$ cat src/rtl/param_shift_add_mult_pkg.sv
// Shared definitions for the shift-add multiplier.
//   state_e      : controller states (IDLE, CALC, FINISH)
//   calc_latency : number of busy cycles for one multiplication (WIDTH+1)
package param_shift_add_mult_pkg;

  typedef enum logic [1:0] {
    IDLE   = 2'd0,
    CALC   = 2'd1,
    FINISH = 2'd2
  } state_e;

  // One cycle per shift-add iteration plus the final write cycle.
  function automatic int unsigned calc_latency(input int unsigned width);
    return width + 1;
  endfunction

endpackage

$ cat src/rtl/param_mult_datapath.sv
// Datapath of the shift-add multiplier: operand magnitudes, result sign,
// accumulator, iteration counter, adder and final negator.
// Ports:
//   clk, rst       : clock, synchronous active-high reset
//   load_i         : latch operands, clear accumulator and counter
//   add_shift_i    : perform one shift-add iteration
//   final_wr_i     : write (optionally negated) accumulator into product
//   sgn_i, a_i, b_i: operand mode and operands (used only with load_i)
//   last_o         : high while the counter is on the final iteration
//   product_o      : registered product
module param_mult_datapath
  import param_shift_add_mult_pkg::*;
#(
  parameter int WIDTH = 8
) (
  input  logic                 clk,
  input  logic                 rst,
  input  logic                 load_i,
  input  logic                 add_shift_i,
  input  logic                 final_wr_i,
  input  logic                 sgn_i,
  input  logic [WIDTH-1:0]     a_i,
  input  logic [WIDTH-1:0]     b_i,
  output logic                 last_o,
  output logic [2*WIDTH-1:0]   product_o
);

  // Counter must be able to hold values up to WIDTH.
  localparam int CW = $clog2(calc_latency(WIDTH));

  logic [WIDTH-1:0]   mcand_q, mcand_d;
  logic [WIDTH-1:0]   mplier_q, mplier_d;
  logic               sign_q, sign_d;
  logic [2*WIDTH-1:0] acc_q, acc_d;
  logic [CW-1:0]      cnt_q, cnt_d;
  logic [2*WIDTH-1:0] product_q, product_d;

  logic [WIDTH-1:0]   a_mag, b_mag;
  logic [WIDTH:0]     sum_w;

  // Magnitudes fit in WIDTH unsigned bits: -2^(WIDTH-1) negates to the same
  // bit pattern, which read unsigned is exactly 2^(WIDTH-1).
  assign a_mag = (sgn_i && a_i[WIDTH-1]) ? -a_i : a_i;
  assign b_mag = (sgn_i && b_i[WIDTH-1]) ? -b_i : b_i;

  // Upper half plus multiplicand, keeping the carry as bit WIDTH.
  assign sum_w = {1'b0, acc_q[2*WIDTH-1:WIDTH]} +
                 (mplier_q[0] ? {1'b0, mcand_q} : {(WIDTH+1){1'b0}});

  assign last_o    = (cnt_q == CW'(WIDTH - 1));
  assign product_o = product_q;

  always_comb begin
    mcand_d   = mcand_q;
    mplier_d  = mplier_q;
    sign_d    = sign_q;
    acc_d     = acc_q;
    cnt_d     = cnt_q;
    product_d = product_q;

    if (load_i) begin
      mcand_d  = a_mag;
      mplier_d = b_mag;
      // A zero operand always gives a positive result.
      sign_d   = sgn_i & (a_i[WIDTH-1] ^ b_i[WIDTH-1]) & (|a_i) & (|b_i);
      acc_d    = '0;
      cnt_d    = '0;
    end else if (add_shift_i) begin
      // Carry lands in the top bit after the right shift.
      acc_d    = {sum_w, acc_q[WIDTH-1:1]};
      mplier_d = mplier_q >> 1;
      cnt_d    = cnt_q + CW'(1);
    end

    if (final_wr_i) begin
      product_d = sign_q ? -acc_q : acc_q;
    end
  end

  always_ff @(posedge clk) begin
    if (rst) begin
      mcand_q   <= '0;
      mplier_q  <= '0;
      sign_q    <= 1'b0;
      acc_q     <= '0;
      cnt_q     <= '0;
      product_q <= '0;
    end else begin
      mcand_q   <= mcand_d;
      mplier_q  <= mplier_d;
      sign_q    <= sign_d;
      acc_q     <= acc_d;
      cnt_q     <= cnt_d;
      product_q <= product_d;
    end
  end

endmodule

$ cat src/rtl/param_shift_add_mult.sv
// Sequential shift-add multiplier (unsigned or two's-complement signed).
// The controller lives here; arithmetic state is in param_mult_datapath.
// Ports:
//   clk, rst  : clock, synchronous active-high reset
//   start     : request a multiplication
//   sgn       : 0 = unsigned, 1 = signed operands
//   a, b      : multiplicand, multiplier (WIDTH bits)
//   product   : registered 2*WIDTH-bit result, held between completions
//   busy      : high while an operation is in progress (WIDTH+1 cycles)
//   done      : one-cycle pulse in the cycle product is updated
//   state_dbg : current controller state (state_e encoding)
//
// Handshake: start is a level request with no ready; it is only sampled
// while the controller is IDLE and ignored otherwise. The request is taken
// on the edge where state is IDLE and start=1; a, b and sgn matter only on
// that edge. Holding start high restarts on the first IDLE cycle, which is
// the cycle done is high.
module param_shift_add_mult
  import param_shift_add_mult_pkg::*;
#(
  parameter int WIDTH = 8
) (
  input  logic                 clk,
  input  logic                 rst,
  input  logic                 start,
  input  logic                 sgn,
  input  logic [WIDTH-1:0]     a,
  input  logic [WIDTH-1:0]     b,
  output logic [2*WIDTH-1:0]   product,
  output logic                 busy,
  output logic                 done,
  output logic [1:0]           state_dbg
);

  state_e state_q, state_d;
  logic   busy_q, busy_d;
  logic   done_q, done_d;

  logic   load;
  logic   add_shift;
  logic   final_wr;
  logic   last;

  always_comb begin
    state_d   = state_q;
    busy_d    = busy_q;
    done_d    = 1'b0;
    load      = 1'b0;
    add_shift = 1'b0;
    final_wr  = 1'b0;

    unique case (state_q)
      IDLE: begin
        if (start) begin
          load    = 1'b1;
          busy_d  = 1'b1;
          state_d = CALC;
        end
      end
      CALC: begin
        add_shift = 1'b1;
        if (last) begin
          state_d = FINISH;
        end
      end
      FINISH: begin
        final_wr = 1'b1;
        done_d   = 1'b1;
        busy_d   = 1'b0;
        state_d  = IDLE;
      end
      default: begin
        busy_d  = 1'b0;
        state_d = IDLE;
      end
    endcase
  end

  always_ff @(posedge clk) begin
    if (rst) begin
      state_q <= IDLE;
      busy_q  <= 1'b0;
      done_q  <= 1'b0;
    end else begin
      state_q <= state_d;
      busy_q  <= busy_d;
      done_q  <= done_d;
    end
  end

  param_mult_datapath #(
    .WIDTH(WIDTH)
  ) u_datapath (
    .clk        (clk),
    .rst        (rst),
    .load_i     (load),
    .add_shift_i(add_shift),
    .final_wr_i (final_wr),
    .sgn_i      (sgn),
    .a_i        (a),
    .b_i        (b),
    .last_o     (last),
    .product_o  (product)
  );

  assign busy      = busy_q;
  assign done      = done_q;
  assign state_dbg = state_q;

endmodule

$ cat config.mk
export PLATFORM = sky130hd
export DESIGN_NAME = param_shift_add_mult
export DESIGN_NICKNAME = d
export VERILOG_FILES = /design/src/rtl/param_shift_add_mult_pkg.sv /design/src/rtl/param_mult_datapath.sv /design/src/rtl/param_shift_add_mult.sv
export SDC_FILE = /design/constraint.sdc
export NUM_CORES = 1
export LEC_CHECK = 0
export BUFFER_PORTS_ARGS = -buffer_cell sky130_fd_sc_hd__buf_2
export CORE_UTILIZATION = 50
export DETAILED_ROUTE_END_ITERATION = 12
export PLACE_DENSITY = 0.75
export SYNTH_ARGS = -nofsm -noshare
export SYNTH_HDL_FRONTEND = slang
export SYNTH_SLANG_ARGS = --single-unit
$ cat constraint.sdc
create_clock -name clk -period 2.1 [get_ports clk]
set_input_delay 0.105 -clock clk [delete_from_list [all_inputs] [get_ports clk]]
set_output_delay 0.105 -clock clk [all_outputs]
set_load 0.01 [all_outputs]
**Word-level counts from Yosys, hierarchy flattened**

Cells that the tools add are included.

- $add $sub $neg: 5
- $mul: 0
- Divide/modulo/power cells: 0
- Order comparisons: 0
- Equal/unequal tests: 5
- Shift operators: 0
- Muxes and demuxes: 15
- Bitwise logic cells: 5
- Reduce and logical (&&, ||, !) cells: 9

Operator list:

| kind | number |
|---|---|
| 8-bit 2-to-1 mux | 5 |
| 16-bit 2-to-1 mux | 1 |
| 16-bit negation | 1 |
| 8-bit negation | 2 |
| 8-bit OR reduction | 2 |
| 8-bit by 9-bit adder with 9-bit output | 1 |
| 1-bit 2-to-1 mux | 5 |
| 4-bit by 1-bit adder with 4-bit output (second input constant) | 1 |
| 4-bit by 3-bit == test with 1-bit output (second input constant) | 1 |
| 2-bit 2-to-1 mux | 2 |
| 2-bit inequality test (second input constant) | 2 |
| 2-bit case mux with 2 select lines | 1 |
| 2-bit AND reduction | 2 |
| 1-bit bitwise AND | 3 |
| 2-bit by 1-bit == test with 1-bit output (second input constant) | 1 |
| 2-bit == test (second input constant) | 1 |
| 1-bit logical AND | 2 |
| 2-bit logical NOT | 1 |
| 1-bit case mux with 2 select lines | 1 |
| 2-bit nonzero test | 1 |
| 2-bit OR reduction | 1 |
| 1-bit inverter | 1 |
| 1-bit bitwise XOR | 1 |

- Bits in registers: 57
- Bits in latches: 0
- RAM bits: 0
- Memory bits (read-only): 0
- Input port bits: 20
- Memories: 0

**Longest topological paths before layout**

- Word-level depth: 4
- Gate-level depth with buffers: 7
- Mapped depth without buffers: 7

**Modules after synthesis**

Synthesis repeated with hierarchy kept, for this count alone.

- Cells, all modules: 365
- Area, all modules: 3188.1 um^2

Modules (own cells, without submodules):

| module | instances | cells each | area an instance (um^2) | sequential area each (um^2) |
|---|---|---|---|---|
| param_mult_datapath | 1 | 351 | 3042.9 | 1061.0 |
| param_shift_add_mult | 1 | 14 | 145.1 | 80.1 |

**Least setup slack after synthesis**

No wires, ideal clock.

- Path type: register to register
- From: register u_datapath.mplier_q[0]
- To: register u_datapath.acc_q[13]
- Library setup time: 62 ps
- Arrival: 1994 ps
- Slack: 44 ps
- Stages on the path, launching flop included: 8
- Buffers on the path: 0
- Clock period less this slack: 2056 ps
- Cells stage by stage: dfxtp_1 and2_1 ha_1 fa_1 a211oi_1 o21bai_1 a2111o_1 nand3_1

- Word-level cells in the longest chain between the ends: 2

Ends and longest elaborated chain:

| element | RTL line | text |
|---|---|---|
| from (decl) | param_mult_datapath.sv:32 | `logic [WIDTH-1:0] mplier_q, mplier_d;` |
| from (signal assigned) | param_mult_datapath.sv:90 | `mplier_q <= mplier_d;` |
| 8-bit 2-to-1 mux | param_mult_datapath.sv:48 | `(mplier_q[0] ? {1'b0, mcand_q} : {(WIDTH+1){1'b0}});` |
| 8-bit by 9-bit adder with 9-bit output | param_mult_datapath.sv:47 | `assign sum_w = {1'b0, acc_q[2*WIDTH-1:WIDTH]} +` |
| to (signal assigned) | param_mult_datapath.sv:85 | `acc_q <= '0;` |
| to (signal assigned) | param_mult_datapath.sv:92 | `acc_q <= acc_d;` |
| to (decl) | param_mult_datapath.sv:34 | `logic [2*WIDTH-1:0] acc_q, acc_d;` |

No other way between the ends.
A chain may end at the register's enable or synchronous reset.

**Final worst setup path**

- From: register u_datapath.mplier_q[0]
- To: register u_datapath.acc_q[12]

The elaborated chain is that of the path after synthesis.

==> summary.md <==
| Metric | Value |
|---|---|
| Maximum Capacitance Violations | `0` |
| Critical path's top delay family | `compound AO/OA/AOI/OAI gates` |
| Sink count of the clock tree | `57` |
| Global placer's final weighted congestion | `0.835` |
| DR WL/cell | `13.9 um` |
| Outcome | `finished, final reports clean` |
| CP Max Fanout | `8` |
| Share of the synthesized area in compound gates (AO/OA/AOI/OAI) | `23.7%` |
| CTS tree | `done` |
| Peak supply drop | `0.658 mV` |
| Critical path launch point type | `flop` |
| Clock-pin transition on the worst setup and hold timing paths | `70 ps` |
| Ratio of cells with drive above 1 in the final layout | `19.3%` |
| Unrepaired setup endpoints after global routing | `false` |
| Fraction of power consumed by the clock network | `47.3%` |
| Full die area | `6550 sq um` |
| Total negative setup slack | `0 ps` |
| Post-synthesis adder-cell area fraction | `5.47%` |
| Net load switching power | `0.000636 W` |
| Count of buffers inserted at the top-level ports | `39` |
| Length of the first detailed-routing pass in iterations | `4` |
| Starting Density | `52.3%` |
| Period utilization | `93.5%` |
| Share of synthesized flip-flops with an asynchronous set or reset | `0%` |
| Sum of overflow across all layers after global routing | `0` |
| Standby leakage power | `1.57 nW` |
| Tightest Hold Check Type | `primary input to flop` |
| Cell variety after synth | `52` |
| Arrival time at the worst endpoint | `2250 ps` |
| Area of the mapped netlist | `3110 sq um` |
| CP Class | `flop to flop` |
| CP max-delay cell | `a2111o_1` |
| Synthesized netlist cell count | `378` |
| Final wirelength | `6980 um` |
| Total global-route track usage | `23.5%` |
| Fraction of power spent switching nets | `23.7%` |
| Critical path buffers and inverters | `1` |
| Internal power | `0.00205 W` |
| Power per unit of standard cell area | `720 nW/um^2` |
| Multiplexer fraction of the synthesized cell area | `0.322%` |
| Total clock buffers created by CTS | `9` |
| Final non-filler cell total | `504` |
| Area of the core region | `5960 sq um` |
| Detailed router's first-iteration violation count | `127` |
| Fraction of power consumed by combinational cells | `10.1%` |
| Antenna violations before repair | `0` |
| Largest family of logic cells by synthesized area | `compound AO/OA/AOI/OAI gates` |
| Nature of the critical path endpoint | `flop` |
| Normalized max-slew margin | `58.9%` |
| Required time worst endpoint | `2380 ps` |
| Number of global-route vias before repair | `2668` |
| Number of buffers between clock root and the deepest sink | `2` |
| Pins over their slew limit | `0` |
| Xor and xnor fraction of the mapped netlist area | `7.03%` |
| # IOs | `40` |
| Detailed placement HPWL | `5070 um` |
| Simple-Gate Fraction of Synth Area | `22.7%` |
| Synth-to-layout area growth | `19.7%` |
| Sequential-to-total area share from yosys stat | `36.7%` |
| Synth Net Count | `411` |
| Endpoints failing hold | `0` |
| Clock H-tree levels | `3` |
| Delay of the slowest critical-path stage | `420 ps` |
| DIE HEIGHT | `80.9 um` |
| Routed via count divided by cell count | `5.67` |
| Actual transition at the worst max-transition pin | `615 ps` |
| Wire length of the first global-routing pass | `11900 um` |
| Ant. Diodes | `0` |
| Min Clock Period, post-route | `1960 ps` |
| Achievable Freq | `509 MHz` |
| Cell row count | `28` |
| Count of endpoints failing setup in the final report | `0` |
| Most used DFF post-synth | `dfxtp_1` |
| Clock root cell | `clkbuf_8` |
| Mean Syn Cell Area | `8.24 sq um` |
| Pin count of the biggest net entering global routing | `28` |
| Yosys warnings | `0` |
| Final net count | `457` |
| Overall via count from detail_route | `2856` |
| Reg power frac | `42.6%` |
| Die span in x | `80.9 um` |
| Remaining routing DRC violations | `0` |
| Crit-path cells | `buf_4, and2_1, ha_1, o21ai_0, o21bai_1, a2111o_1, nand3_1` |
| Source-to-sink clock delay at the later pin of the worst-skew pair | `340 ps` |
| Clock Skews | `6.58 ps` |
| Placed Instances | `488` |
| Flip-flop and latch count after synthesis | `57` |
| Number of hold-repair buffers added at the cts stage | `0` |
| Count of flip-flops with a built-in enable after synthesis | `0` |
| Antenna viol nets, final | `0` |
[cells in the mapped netlist (all sizes together), types with 2 or more instances]
cell type,instances,area share [%]
xnor2,13,3.7
o31ai,7,1.7
nor3,5,0.80
nand2b,6,1.2
o21bai,3,0.72
nor3b,3,0.72
a22o,3,0.84
a21o,3,0.72
nand4,3,0.60
o211ai,2,0.48
nor4b,3,0.84
clkbuf,17,2.0
a21oi,30,4.8
nor2,32,3.9
and3,3,0.60
dfxtp,57,37
or4,5,1.3
nand3,12,1.9
buf,3,0.60
or2,3,0.60
o41ai,5,1.9
nand2,45,5.4
nor2b,3,0.60
o21ai,15,2.4
a2111o,3,1.1
and2,10,2.0
a31oi,3,0.60
a211oi,18,4.3
ha,12,4.8
xor2,12,3.4
or3,7,1.4
inv,12,1.4
a311oi,6,1.7
[power groups by stage]
stage / Clock (W) / Combinational (W) / Sequential (W)
floorplan: 0 / 0.000176 / 0.00116
global placement: 0 / 0.000263 / 0.00117
detailed placement: 0 / 0.000270 / 0.00117
CTS: 0.00128 / 0.000272 / 0.00114
global route: 0.00133 / 0.000304 / 0.00115
finish: 0.00127 / 0.000271 / 0.00114
[worst paths after layout]
check                                             start                      end  slack (ps)  cells after the start
worst max-delay path             u_datapath.mplier_q[0]     u_datapath.acc_q[12]         140                      7
worst min register to register  u_datapath.product_o[0]  u_datapath.product_o[0]         450                      2
worst min-delay path                               a[1]    u_datapath.mcand_q[1]          60                      3
worst max register to register   u_datapath.mplier_q[0]     u_datapath.acc_q[12]         140                      7
[cell type report]
cell class | instances | area [sq um]
clock buffers | 11 | 141
clock inverters | 5 | 103
fillers | 527 | 2230
inverters | 12 | 45.0
multi-input cells | 289 | 1870
flip-flops and latches | 57 | 1140
well taps | 75 | 93.8
repair buffers | 55 | 328
[per-stage QoR]
stage	utilization (%)	total power (W)	setup slack, ps	instance area [sq um]	hold slack [ps]
4_1_cts	62.1	0.00270	2.47	3700	51.5
2_1_floorplan	-	0.00133	44.0	3110	241
3_3_place_gp	58.0	0.00143	77.9	3460	404
3_5_place_dp	58.0	0.00144	21.3	3460	415
6_report	62.5	0.00268	137	3720	58.4
5_1_grt	62.5	0.00278	31.1	3720	63.0
[worst register-to-register path, cell delays in order, from the launching register on]
cell	delay, ps
dfxtp_1	320
buf_4	150
and2_1	170
ha_1	350
o21ai_0	290
o21bai_1	140
a2111o_1	420
nand3_1	60
[cell families after synthesis]
kind of cell / count (synthesis)
AOI/OAI and AO/OA: 107
and+or+nand+nor: 143
DFF: 57
muxes: 1
adders and majority gates: 13
xor gates and xnor gates: 25
buffers and inverters: 32
[flip-flops by register name, indices dropped and copies added, names as in the netlist]
| name | flops |
|---|---|
| done | 1 |
| u_datapath.acc_q | 16 |
| state_dbg | 2 |
| u_datapath.mplier_q | 8 |
| u_datapath.sign_q | 1 |
| u_datapath.cnt_q | 4 |
| busy | 1 |
| u_datapath.product_o | 16 |
| u_datapath.mcand_q | 8 |
[per-layer routing]
| layer | global-route usage [%] | vias to the layer above | share of wire [%] |
|---|---|---|---|
| met5 | 0 | - | 0 |
| met4 | 11.6 | 0 | 1.4 |
| met3 | 3.71 | 9 | 3.7 |
| met2 | 41.3 | 65 | 49 |
| met1 | 27.6 | 1320 | 46 |
| li1 | - | 1462 | - |
[what timing repair did]
action	4_1_cts	5_1_grt
setup endpoints to repair	0	4
gates resized for setup	0	5
setup buffers	0	0
[layout by cell type, fill, tap and decap left out, types with 5 or more instances in the layout]
master,n
nor2_1,32
buf_4,15
and2_1,10
o31ai_1,7
buf_2,39
xnor2_1,13
dfxtp_1,57
or3_1,6
nor3_1,5
nand2_1,45
xor2_1,12
a211oi_1,16
o21ai_0,15
inv_1,12
a311oi_1,6
ha_1,12
nand3_1,12
clkbuf_8,10
a21oi_1,30
nand2b_1,6
No activity file was read; power rests on OpenSTA's default activity.
